## src/rtl/i2c_pkg.sv

```systemverilog
// Shared I2C definitions: SCL quarter-phase encoding and default timing constants.
// Imported by the phase generator and by the I2C master.
package i2c_pkg;

    typedef enum logic [1:0] {
        HI1 = 2'd0,
        HI2 = 2'd1,
        LO1 = 2'd2,
        LO2 = 2'd3
    } phase_t;

    localparam int QTR_DEF         = 250;
    localparam int BUS_FREE_DEF    = 470;
    localparam int STRETCH_MAX_DEF = 100000;

    function automatic phase_t next_phase(input phase_t ph);
        phase_t nxt;
        case (ph)
            HI1:     nxt = HI2;
            HI2:     nxt = LO1;
            LO1:     nxt = LO2;
            default: nxt = HI1;
        endcase
        return nxt;
    endfunction

endpackage

```

## src/rtl/i2c_sync2.sv

```systemverilog
// Two-flop synchroniser for an asynchronous pad level; both stages reset to RST_VAL.
module i2c_sync2 #(
    parameter logic RST_VAL = 1'b1
) (
    input  logic clk,
    input  logic reset,
    input  logic i_d,
    output logic o_q
);

    logic r_s1;
    logic r_s2;

    always_ff @(posedge clk) begin
        if (!reset) begin
            r_s1 <= RST_VAL;
            r_s2 <= RST_VAL;
        end else begin
            r_s1 <= i_d;
            r_s2 <= r_s1;
        end
    end

    assign o_q = r_s2;

endmodule

```

## src/rtl/i2c_phase_gen.sv

```systemverilog
// SCL quarter-phase sequencer with clock-stretch detection, stretch timeout and bus-free detect.
//
//   phase | meaning
//   HI1   | first half of SCL high; rbit follows its last cycle
//   HI2   | second half of SCL high; ne follows
//   LO1   | first half of SCL low; wbit follows
//   LO2   | second half of SCL low; pe follows
module i2c_phase_gen
    import i2c_pkg::*;
#(
    parameter int QTR         = QTR_DEF,
    parameter int BUS_FREE    = BUS_FREE_DEF,
    parameter int STRETCH_MAX = STRETCH_MAX_DEF
) (
    input  logic clk,
    input  logic reset,
    input  logic en,
    input  logic scl_in,
    input  logic sda_in,
    output logic pe,
    output logic rbit,
    output logic ne,
    output logic wbit,
    output logic stretch,
    output logic idle,
    output logic scl_sync,
    output logic sda_sync,
    output logic tmo
);

    localparam int CNT_W  = (QTR > 1)         ? $clog2(QTR)         : 1;
    localparam int SCNT_W = (STRETCH_MAX > 1) ? $clog2(STRETCH_MAX) : 1;
    localparam int ICNT_W = (BUS_FREE > 1)    ? $clog2(BUS_FREE)    : 1;

    localparam logic [CNT_W-1:0]  CNT_TC   = CNT_W'(QTR - 1);
    localparam logic [CNT_W-1:0]  CNT_GRD  = CNT_W'(3);
    localparam logic [SCNT_W-1:0] SCNT_TC  = SCNT_W'(STRETCH_MAX - 1);
    localparam logic [ICNT_W-1:0] ICNT_TC  = ICNT_W'(BUS_FREE - 1);

    logic w_scl_sync;
    logic w_sda_sync;
    logic w_hold;
    logic w_tc;
    logic w_bus_high;

    phase_t            r_phase;
    logic [CNT_W-1:0]  r_cnt;
    logic [SCNT_W-1:0] r_scnt;
    logic [ICNT_W-1:0] r_icnt;
    logic              r_pe;
    logic              r_rbit;
    logic              r_ne;
    logic              r_wbit;
    logic              r_tmo;
    logic              r_idle;

    i2c_sync2 #(.RST_VAL(1'b1)) u_sync_scl (
        .clk   (clk),
        .reset (reset),
        .i_d   (scl_in),
        .o_q   (w_scl_sync)
    );

    i2c_sync2 #(.RST_VAL(1'b1)) u_sync_sda (
        .clk   (clk),
        .reset (reset),
        .i_d   (sda_in),
        .o_q   (w_sda_sync)
    );

    // The cnt >= 3 guard in HI1 hides the two-flop delay between releasing SCL and seeing it high.
    assign w_hold = en && !r_tmo && !w_scl_sync &&
                    (((r_phase == HI1) && (r_cnt >= CNT_GRD)) || (r_phase == HI2));
    assign w_tc       = (r_cnt == CNT_TC);
    assign w_bus_high = w_scl_sync && w_sda_sync;

    always_ff @(posedge clk) begin
        if (!reset) begin
            r_phase <= HI1;
            r_cnt   <= '0;
            r_scnt  <= '0;
            r_tmo   <= 1'b0;
            r_pe    <= 1'b0;
            r_rbit  <= 1'b0;
            r_ne    <= 1'b0;
            r_wbit  <= 1'b0;
        end else begin
            r_pe   <= 1'b0;
            r_rbit <= 1'b0;
            r_ne   <= 1'b0;
            r_wbit <= 1'b0;
            if (!en) begin
                r_phase <= HI1;
                r_cnt   <= '0;
                r_scnt  <= '0;
                r_tmo   <= 1'b0;
            end else if (w_hold) begin
                if (r_scnt == SCNT_TC) begin
                    r_tmo <= 1'b1;
                end else begin
                    r_scnt <= r_scnt + 1'b1;
                end
            end else begin
                r_scnt <= '0;
                if (w_tc) begin
                    r_cnt   <= '0;
                    r_phase <= next_phase(r_phase);
                    case (r_phase)
                        HI1:     r_rbit <= 1'b1;
                        HI2:     r_ne   <= 1'b1;
                        LO1:     r_wbit <= 1'b1;
                        default: r_pe   <= 1'b1;
                    endcase
                end else begin
                    r_cnt <= r_cnt + 1'b1;
                end
            end
        end
    end

    always_ff @(posedge clk) begin
        if (!reset) begin
            r_icnt <= '0;
            r_idle <= 1'b0;
        end else if (!w_bus_high) begin
            r_icnt <= '0;
            r_idle <= 1'b0;
        end else if (r_icnt == ICNT_TC) begin
            r_idle <= 1'b1;
        end else begin
            r_icnt <= r_icnt + 1'b1;
        end
    end

    // Masking with the live line levels drops idle in the very cycle a line goes low.
    assign idle     = r_idle && w_bus_high;
    assign stretch  = w_hold;
    assign pe       = r_pe;
    assign rbit     = r_rbit;
    assign ne       = r_ne;
    assign wbit     = r_wbit;
    assign tmo      = r_tmo;
    assign scl_sync = w_scl_sync;
    assign sda_sync = w_sda_sync;

endmodule

```

## config.mk

```make
export PLATFORM = sky130hd
export DESIGN_NAME = i2c_phase_gen
export DESIGN_NICKNAME = d
export VERILOG_FILES = /design/src/rtl/i2c_pkg.sv /design/src/rtl/i2c_sync2.sv /design/src/rtl/i2c_phase_gen.sv
export SDC_FILE = /design/constraint.sdc
export NUM_CORES = 1
export LEC_CHECK = 0
export CAP_MARGIN = 20
export CORE_MARGIN = 2
export CORE_UTILIZATION = 40
export CTS_BUF_LIST = sky130_fd_sc_hd__clkbuf_8
export DETAILED_ROUTE_END_ITERATION = 8
export SKIP_CTS_REPAIR_TIMING = 1
export SLEW_MARGIN = 40
export SYNTH_ARGS = -nofsm -noshare
export SYNTH_HDL_FRONTEND = slang
export SYNTH_SLANG_ARGS = --single-unit
```

## constraint.sdc

```tcl
create_clock -name clk -period 3.75 [get_ports clk]
set_input_delay 1.125 -clock clk [delete_from_list [all_inputs] [get_ports clk]]
set_output_delay 1.125 -clock clk [all_outputs]
set_load 0.01 [all_outputs]
```

# Yosys cells after proc, flatten, opt, wreduce, memory -nomap -nowiden
# Index checks and enable logic that the tools add are counted.
# W data, S select, Z words.
# word_totals
input_bits	5
output_inout_bits	9
register_bits	46
elab_cells	50
# op_classes
n_bitwise	4
add_sub_neg	3
n_eq_ne	5
magnitude_cmp	1
n_reduce_logical	17
n_mux	6
# ops
cell	count
$add A17 B1 Y17 const B	1
$eq A17 B17 Y1 const B	1
$add A9 B1 Y9 const B	1
$eq A9 B9 Y1 const B	1
$add A8 B1 Y8 const B	1
$eq A8 B8 Y1 const B	1
$ge A8 B2 Y1 const B	1
$mux W8	1
$reduce_and A2 Y1	4
$logic_and A1 B1 Y1	6
$pmux W2 S3	1
$mux W1	4
$not A1 Y1	4
$reduce_or A4 Y1	1
$reduce_and A3 Y1	1
$reduce_or A3 Y1	1
$eq A2 B1 Y1 const B	1
$eq A2 B2 Y1 const B	1
$logic_not A1 Y1	2
$logic_not A2 Y1	1
$logic_or A1 B1 Y1	1

# Longest topological paths before layout
# Gate-level depths: netlist of the first run.
# logic_depth
ltp_word	6
depth_mapped	7
mapped_depth_nobuf	6

# Modules after synthesis
# From an unflattened synthesis of the first run, not the netlist that was laid out.
# unflattened
hier_cells	233
area_unflattened_um2	2175.8
# by_module_without_submodules
mod	cells_each	n_inst	area_per_inst_um2	seq_area_each_um2
i2c_phase_gen	225	1	2070.7	840.8
i2c_sync2	4	2	52.6	40.0

# Least setup slack after synthesis of the first run
# Ideal clock, no wire load.
# synth_path
kind	input to output
from	input port en
to	output port stretch
path_stages	3
path_slack_ns	0.705
required_time_ns	2.625
n_path_buf	0
arrival_time_ns	1.920
path_cell_list	or3b_1 > nor2_4 > and2_1
# synth_via
elab_chain_len	3
# synth_lines
element	line	text
start: declaration	i2c_phase_gen.sv:17	input logic en,
$logic_and A1 B1 Y1 (3 in a row)	i2c_phase_gen.sv:72	assign w_hold = en && !r_tmo && !w_scl_sync &&
end: declaration	i2c_phase_gen.sv:24	output logic stretch,
# Every way passes these cells.

# Final worst setup path of the first run
# Ends and elaborated chain as after synthesis.

==> results of run 1 <==
worst reg2reg max path, cell delays in order (launching register included):
cell,delay (ns)
dfxtp_1,0.39
inv_1,0.09
ha_1,0.25
nor2_1,0.35
nor2_4,0.07
buf_4,0.17
a31oi_2,0.37
a2bb2o_1,0.32
cell usage after synthesis (2+ instances only):
master | instances | area share
nand3_1 | 13 | 0.030
a31oi_1 | 3 | 0.0087
dfxtp_1 | 46 | 0.43
o21ai_1 | 3 | 0.0070
and3_1 | 6 | 0.017
and4_1 | 3 | 0.012
a21boi_0 | 2 | 0.0070
nand4_1 | 6 | 0.017
or4_1 | 2 | 0.0070
or3_1 | 3 | 0.0087
nor2_1 | 28 | 0.049
and2_1 | 6 | 0.017
a211oi_1 | 4 | 0.014
a2bb2o_1 | 2 | 0.0093
xor2_1 | 8 | 0.033
inv_1 | 9 | 0.016
nor3_1 | 2 | 0.0047
ha_1 | 10 | 0.058
a21oi_1 | 9 | 0.021
nand2_1 | 9 | 0.016
nor4_1 | 8 | 0.023
mux2i_1 | 2 | 0.0093
nand2b_1 | 4 | 0.012
o21ai_0 | 2 | 0.0047
xnor2_1 | 13 | 0.053
logic make-up after synthesis:
logic type | after synthesis | synth area share
buffers and inverters | 12 | 0.0250
DFF | 46 | 0.429
xor gates and xnor gates | 21 | 0.0856
AOI/OAI and AO/OA | 34 | 0.108
and+or+nand+nor | 105 | 0.285
muxes | 2 | 0.00932
adders and majority gates | 10 | 0.0582
sequential cells by signal, summed over array words and instances, names as in the netlist:
name	count
u_sync_sda.o_q	1
pe	1
rbit	1
ne	1
r_icnt	9
u_sync_scl.o_q	1
r_phase	2
r_idle	1
wbit	1
u_sync_scl.r_s1	1
tmo	1
r_cnt	8
u_sync_sda.r_s1	1
r_scnt	17
report_power, final:
| part | switching, mW | total, mW | internal, mW |
|---|---|---|---|
| clock | 0.166 | 0.450 | 0.284 |
| sequential | 0.00629 | 0.500 | 0.493 |
| combinational | 0.0134 | 0.0282 | 0.0147 |
path summary, 6_finish.rpt:
path	from	endpoint	slack, ns
setup reg to reg	r_phase[0]$_SDFFE_PN0P_	r_phase[0]$_SDFFE_PN0P_	1.65
hold / removal	u_sync_sda.r_s1$_SDFF_PN1_	u_sync_sda.o_q$_SDFF_PN1_	0.41
setup / recovery	en	stretch	0.24
hold reg to reg	u_sync_sda.r_s1$_SDFF_PN1_	u_sync_sda.o_q$_SDFF_PN1_	0.41
layout by cell type, fill, tap and decap left out, types with 2 or more instances in the layout:
master	instances
dfxtp_1	46
nor2_1	28
nand3_1	13
xnor2_1	13
clkdlybuf4s50_1	12
ha_1	10
nand2_1	9
inv_1	9
a21oi_1	9
nor4_1	8
xor2_1	8
and2_1	6
and3_1	6
nand4_1	6
clkbuf_8	6
nand2b_1	4
a211oi_1	4
and4_1	3
a31oi_1	3
o21ai_1	3
or3_1	3
buf_4	3
or4_1	2
a2bb2o_1	2
nor3_1	2
a21boi_0	2
mux2i_1	2
o21ai_0	2
bufinv_16	2
cell type report:
cell class,count,area share
multi-input combinational,172,0.467
clock buffer,6,0.0328
sequential,46,0.366
inverter,9,0.0134
clock inverter,2,0.0239
timing repair buffer,16,0.0617
tap,70,0.0348
through the flow:
stage	TNS, ns	cell area [µm²]
after CTS	-0.166	2510
after floorplan	0	2150
final	0	2520
after detailed placement	-0.153	2370
after global routing	0	2520
after global placement	-0.144	2370
per-layer routing:
| layer | up-vias | GRT usage |
|---|---|---|
| met3 | 5 | 0.0412 |
| li1 | 868 | - |
| met2 | 21 | 0.201 |
| met4 | 0 | 0.0375 |
| met1 | 751 | 0.191 |
| met5 | - | 0 |
==> results.toml, run 1 <==
[outcome]
status = "finished, final reports clean"

[timing]
drv_slew = 0
whs_ns = 0.409
slew_headroom = 0.549
fmax_mhz = 285
min_period_over_period = 0.935
setup_viol = 0
rsz0062_at_grt = "false"
worstMarginPinSlew_ns = 0.671
period_needed_ns = 3.51
hold_viol = 0
setup_ws_ns = 0.242
finClkSkew_ns = 0.00852

[synthesis]
yosysSeqAreaShare = 0.429
syn_inst = 230
synth.net_count = 245
synth-warning-count = 0
synth_edf_count = 0
synth_ff_type = "dfxtp_1"
avgSynthCellArea_um2 = 9.34
ys_ff_latch = 46
netlist_area_um2 = 2150
synthArstFlopShare = 0
yosys.cell_types.count = 52

[cells_and_area]
nNetsFinal = 265
multi_input_area_um2 = 1180
antenna_cells = 0
instances_no_fill = 321
fillers = 521
regArea_um2 = 921
layout-drive-gt1-share = 0.0797
syn_to_final_growth_pct = 17.1
final_util = 0.490

[route]
antenna_left = 0
met3WireLength_um = 102
wirelength_met1_um = 2040
top_layer = "met4"
drc_errors = 0
drt-total-wl_um = 3750
first_pass_iters = 5
routed_via_density = 5.12
wire_per_inst_um = 11.7
first_iter_violations = 77
met2_length_um = 1570
via_count = 1645

[pwr]
p_per_area_nw_per_um2 = 389
leakage_nw = 0.883
peakVddDrop_mv = 0.293
fin_total_pwr_mw = 0.978

[setup_path]
crit_chain = "clkdlybuf4s50_1, or3b_4, nor2_4, and2_1, dlymetal6s2s_1"
worst-path-buf-inv = 2
reg2reg_depth = 7
critPathArrivalTime_ns = 2.38
cp-start-kind = "input port"
worstPathRequired_ns = 2.62
crit_family = "buffers and inverters"
cp.depth = 5
crit_type = "input port to output port"
crit_fanout = 2
critical-path-max-stage-delay_ns = 0.47
cp_slowest_cell = "clkdlybuf4s50_1"
end_kind = "output port"

[die]
die_h_um = 77.3
rows = 26
core-area_um2 = 5140
die_width_um = 77.3
dieArea_um2 = 5970
io_pins = 14
initial_utilization = 0.418

[clock_network]
cts_tree = "built"
clk_latency_ns = 0.29
cts_root_buffer = "clkbuf_8"
cts_num_sinks = 46
clockBufferDepth = 2
cts_buffers = 5
clkTransAtPathRegs_ns = 0.08
cts_max_level = 2

[grt]
track_usage = 0.136
grt_max_degree = 18
grt_pass1_vias = 1472
antenna_found_initial = 0
grt_overflow = 0
grt_pass1_wl_um = 6660

[placed_design]
dp_hpwl_um = 2640
dp_cells = 313
place_congestion = 0.788
port_buffers = 13
place_ws_ns = -0.153

[flow_run]
drv_cap = 0

[min_path]
hold_path.class = "register to register"
hold_path_depth = 1
(Power assumes the default switching activity.)
==> run 2: changes to the inputs <==
CELL_PAD_IN_SITES_DETAIL_PLACEMENT = 1   (was default)
CELL_PAD_IN_SITES_GLOBAL_PLACEMENT = 1   (was default)
CTS_CLUSTER_SIZE = 25   (was default)
PLACE_DENSITY_LB_ADDON = 0.1   (was default)
==> results.toml, run 2 (synthesized netlist as in run 1, its figures left out) <==
[cells_and_area]
layout_commonest_cell = "dfxtp_1"
final_util = 0.481
multi_input_area_um2 = 1180
final_cell_mix = "46 x dfxtp_1, 28 x nor2_1, 13 x nand3_1, 13 x xnor2_1, 12 x clkdlybuf4s50_1"
syn_to_final_growth_pct = 15.0
fillers = 622
largest_reg_flops = 17
nNetsFinal = 266
layout-drive-gt1-share = 0.0833
design_area_um2 = 2470
antenna_cells = 0
reg.largest.list = "r_scnt x17, r_icnt x9, r_cnt x8"
top_register = "r_scnt"
regArea_um2 = 921

[pwr]
p_sw_mw = 0.201
p_int_mw = 0.639
leakage_nw = 0.861
seq_power_share = 0.595
fin_total_pwr_mw = 0.840
clockPowerShare = 0.371
pwr-share-comb = 0.034
peakVddDrop_mv = 0.177
p_per_area_nw_per_um2 = 340
switching_share = 0.239

[timing]
fmax_mhz = 285
slew_headroom = 0.535
rsz0062_at_grt = "false"
min_period_over_period = 0.936
worstMarginPinSlew_ns = 0.692
finClkSkew_ns = 0.00891
setup_ws_ns = 0.238
period_needed_ns = 3.51
hold_viol = 0
drv_slew = 0
setup_viol = 0

[route]
wire_per_inst_um = 13.7
drc_errors = 0
drt-total-wl_um = 4420
antenna_left = 0
routed_via_density = 5.27
first_pass_iters = 4
first_iter_violations = 64
via_count = 1696

[placed_design]
dp_hpwl_um = 3140
postPlaceCellArea_um2 = 2380
place_ws_ns = -0.166
place_congestion = 0.732
port_buffers = 13

[setup_path]
worstPathRequired_ns = 2.62
end_kind = "output port"
crit_type = "input port to output port"
critical-path-max-stage-delay_ns = 0.47
cp_slowest_cell = "clkdlybuf4s50_1"
reg2reg_depth = 7
setup.worst_path.start = "en"
crit_fanout = 2
critPathArrivalTime_ns = 2.39
r2r-start = "r_phase[0]$_SDFFE_PN0P_"
crit_chain = "clkdlybuf4s50_1, or3b_4, nor2_4, and2_1, dlymetal6s2s_1"
cp-start-kind = "input port"

[clock_network]
cts_root_buffer = "clkbuf_8"
clkTransAtPathRegs_ns = 0.09
cts_tree = "built"
clockBufferDepth = 2
cts_max_level = 2
cts_buffers = 5
clk_latency_ns = 0.31
cts_num_sinks = 46

[grt]
track_usage = 0.165
grt_max_degree = 18
antenna_found_initial = 0
grt_pass1_wl_um = 7920
grt_overflow = 0
grt_pass1_vias = 1700

[min_path]
hp-start = "u_sync_sda.r_s1$_SDFF_PN1_"
hold_path_depth = 1
hold_path.class = "register to register"

[die]
rows = 26
die_width_um = 77.3
io_pins = 14
core-area_um2 = 5140
die_h_um = 77.3
initial_utilization = 0.418
dieArea_um2 = 5970

[flow_run]
drv_cap = 0

[outcome]
status = "finished, final reports clean"
-- run 2: changes by cell type in the layout (fill, tap and decap cells not counted), sizes merged --
cell and change:
buf +1, bufinv -2, clkbuf -1, clkinv +2, clkinvlp +1
-- run 2: area by class of cell --
type / instances / area share
Multi-Input combinational cell: 172 / 0.476
Sequential cell: 46 / 0.373
Timing Repair Buffer: 17 / 0.0658
Tap cell: 70 / 0.0354
Clock buffer: 5 / 0.0278
Inverter: 9 / 0.0137
Clock inverter: 3 / 0.00861
-- run 2: metrics by stage --
step	cells	TNS (ns)	hold WS [ns]
global route	322	0	0.444
global placement	314	-0.139	0.390
floorplan	230	0	0.386
detailed placement	314	-0.166	0.399
CTS	322	-0.174	0.421
finish	322	0	0.418
-- run 2: layer usage --
layer / vias up / GRT usage / wire (µm)
li1: 868 / - / -
met5: - / 0 / 0
met1: 801 / 0.231 / 2360
met4: 0 / 0.0589 / 71
met2: 21 / 0.243 / 1840
met3: 6 / 0.0459 / 144
-- run 2: path summary, 6_finish.rpt --
kind,end,slack [ns]
max,stretch,0.24
min reg2reg,u_sync_sda.o_q$_SDFF_PN1_,0.42
max reg2reg,r_phase[1]$_SDFFE_PN0P_,1.61
min,u_sync_sda.o_q$_SDFF_PN1_,0.42
-- run 2: worst max-delay path, delay by kind of cell --
family / cells / cell delay [ns]
and+or+nand+nor: 3 / 0.63
buffers and inverters: 2 / 0.63
-- run 2: power by group through the flow --
stage | clock, mW | combinational [mW] | sequential (mW)
finish | 0.311 | 0.0286 | 0.500
global route | 0.344 | 0.0326 | 0.501
CTS | 0.327 | 0.0290 | 0.500
detailed placement | 0 | 0.0287 | 0.512
global placement | 0 | 0.0283 | 0.511
floorplan | 0 | 0.0155 | 0.510
==> RTL edit (config.mk and constraints of run 2) <==
Put a register stage on the outputs `stretch`, `idle`, `scl_sync` and `sda_sync`, with the module's reset. The values now appear one clock later. The other outputs are not delayed to match. Comments in the files are not updated.
--- a/src/rtl/i2c_phase_gen.sv
+++ b/src/rtl/i2c_phase_gen.sv
@@ -133,15 +133,24 @@
     end
 
     // Masking with the live line levels drops idle in the very cycle a line goes low.
-    assign idle     = r_idle && w_bus_high;
-    assign stretch  = w_hold;
     assign pe       = r_pe;
     assign rbit     = r_rbit;
     assign ne       = r_ne;
     assign wbit     = r_wbit;
     assign tmo      = r_tmo;
-    assign scl_sync = w_scl_sync;
-    assign sda_sync = w_sda_sync;
+    always_ff @(posedge clk) begin
+        if (!reset) begin
+            stretch  <= '0;
+            idle     <= '0;
+            scl_sync <= '0;
+            sda_sync <= '0;
+        end else begin
+            stretch  <= w_hold;
+            idle     <= r_idle && w_bus_high;
+            scl_sync <= w_scl_sync;
+            sda_sync <= w_sda_sync;
+        end
+    end
 
 endmodule
 
Formal check against the unedited RTL: not equivalent (Yosys sat finds a counterexample within 4 cycles, from zero or initial values and one cycle with reset low).
==> RTL edit against run 2 <==
First-iteration DRC count fell by 16%. Sequential cell count grew 4. Via count down 2.8%. Wire length decreased by 2.5%. Synthesized area rose by 1.2%. Power up 2.4%. Sequential share of layout area grew 3.4 points. Final area fell by 0.30%. Worst setup slack better by 700 ps.
==> RTL edit: results (changes against run 2) <==
status = completed (unchanged)
largest cells by area after synthesis = dfxtp_1, ha_1, nor2_1 (was dfxtp_1, ha_1, xnor2_1)
library cells used by synthesis = 43 (was 52)
Least-Margin Pin Slew = 586 ps (was 692 ps)
Synth Flop Type = dfxtp_1 (unchanged)
# H-tree levels = 2 (unchanged)
Worst Hold Class = flop to flop (unchanged)
Reg clk slew, reported paths = 80 ps
Critical Path AT = 3030 ps (was 2390 ps)
global-route wire length before repair = 7790 µm (was 7920 µm)
largest net degree at the start of global routing = 19 (was 18)
TritonCTS Buffers = 5 (unchanged)
Adder-Cell Fraction of Synth Area = 0.0576 (was 0.0582)
met3 usage = 0.0349 (was 0.0459)
compound-gate portion of the synthesized area = 0.0841 (was 0.108)
Antenna diodes = 0 (unchanged)
post-synthesis net count = 247 (was 245)
vias in the first global route = 1661 (was 1700)
Vias/cell = 5.14 (was 5.27)
GPL Wtd Cong = 0.752 (was 0.732)
CTS max path bufs = 2 (unchanged)
initial antenna violation count = 0 (unchanged)
clock skew = 6.04 ps (was 8.91 ps)
Leakage = 0.844 nW (was 0.861 nW)
Internal = 675 µW (was 639 µW)
met1 Use GR = 0.222 (was 0.231)
register area share after synthesis = 0.461 (was 0.429)
slowest stage cell, crit path = clkdlybuf4s50_1 (unchanged)
Iter 0 DRT Violations = 54 (was 64)
Post-synth ARST share = 0 (unchanged)
wire length per cell = 13.4 µm (was 13.7 µm)
GRT Overall Usage = 0.159 (was 0.165)
later-pin clock latency in the skew report = 290 ps (was 310 ps)
mux share of post-synthesis cell area = 0.00461 (was 0.00932)
Synth top cells by count = dfxtp_1, nor2_1, nand2_1 (was dfxtp_1, nor2_1, nand3_1, xnor2_1, ha_1)
met2 usage = 0.241 (was 0.243)
Fill cells = 599 (was 622)
CP peak stage delay = 500 ps (was 470 ps)
DP HPWL = 3120 µm (was 3140 µm)
Setup WS pre-CTS = 580 ps (was -166 ps)
port buffer count = 13 (unchanged)
crit-path max FO = 18 (was 2)
post-synthesis xor/xnor area fraction = 0.0927 (was 0.0856)
proportion of layout cells with a drive suffix above 1 = 0.0598 (was 0.0833)
crit-path leading delay family = simple AND/OR/NAND/NOR gates (was buffers and inverters)
maximum VDD drop = 0.209 mV (was 0.177 mV)
[RTL edit: through the flow]
stage / hold WS [ps] / instances / cell area (µm²) / utilization
2_1_floorplan: 386 / 232 / 2170 / -
3_3_place_gp: 387 / 314 / 2390 / 0.462
3_5_place_dp: 401 / 314 / 2390 / 0.462
4_1_cts: 420 / 321 / 2460 / 0.476
5_1_grt: 446 / 321 / 2460 / 0.476
6_report: 415 / 321 / 2460 / 0.476
[RTL edit: power groups by stage]
stage          Sequential (mW)  Combinational [mW]  Clock (mW)
3_5_place_dp             0.557              0.0299           0
6_report                 0.544              0.0294       0.287
4_1_cts                  0.544              0.0300       0.305
5_1_grt                  0.546              0.0336       0.323
2_1_floorplan            0.555              0.0161           0
3_3_place_gp             0.557              0.0292           0
[RTL edit: metal layers]
| metal | up-vias | part of all wire |
|---|---|---|
| li1 | 855 | - |
| met1 | 772 | 0.53 |
| met2 | 16 | 0.44 |
| met3 | 6 | 0.022 |
| met4 | 0 | 0.014 |
| met5 | - | 0 |
[RTL edit: final timing paths]
path / end / startpoint / slack, ps / cells after the start
max: r_scnt[4] / en / 940 / 5
min: u_sync_scl.o_q / u_sync_scl.r_s1 / 420 / 1
max reg2reg: r_scnt[1] / r_scnt[0] / 1640 / 5
min reg2reg: u_sync_scl.o_q / u_sync_scl.r_s1 / 420 / 1
[RTL edit: layout make-up]
| type | count | area [µm²] | share of cell area |
|---|---|---|---|
| Clock buffer | 5 | 68.8 | 0.0279 |
| Tap cell | 70 | 87.6 | 0.0356 |
| Clock inverter | 2 | 7.51 | 0.00305 |
| Inverter | 7 | 26.3 | 0.0107 |
| Sequential cell | 50 | 1000 | 0.406 |
| Timing Repair Buffer | 13 | 130 | 0.0528 |
| Multi-Input combinational cell | 174 | 1140 | 0.464 |
[RTL edit: cell families after synthesis]
group,after synthesis
adders and majority gates,10
and+or+nand+nor,113
buffers and inverters,8
muxes,1
DFF,50
AOI/OAI and AO/OA,27
xor gates and xnor gates,23
[RTL edit: worst register-to-register path, stage by stage, from the launching register on]
cell	delay (ps)
dfxtp_1	400
ha_1	260
nand4_1	340
nor4_4	680
mux2i_1	280
nor2_2	40
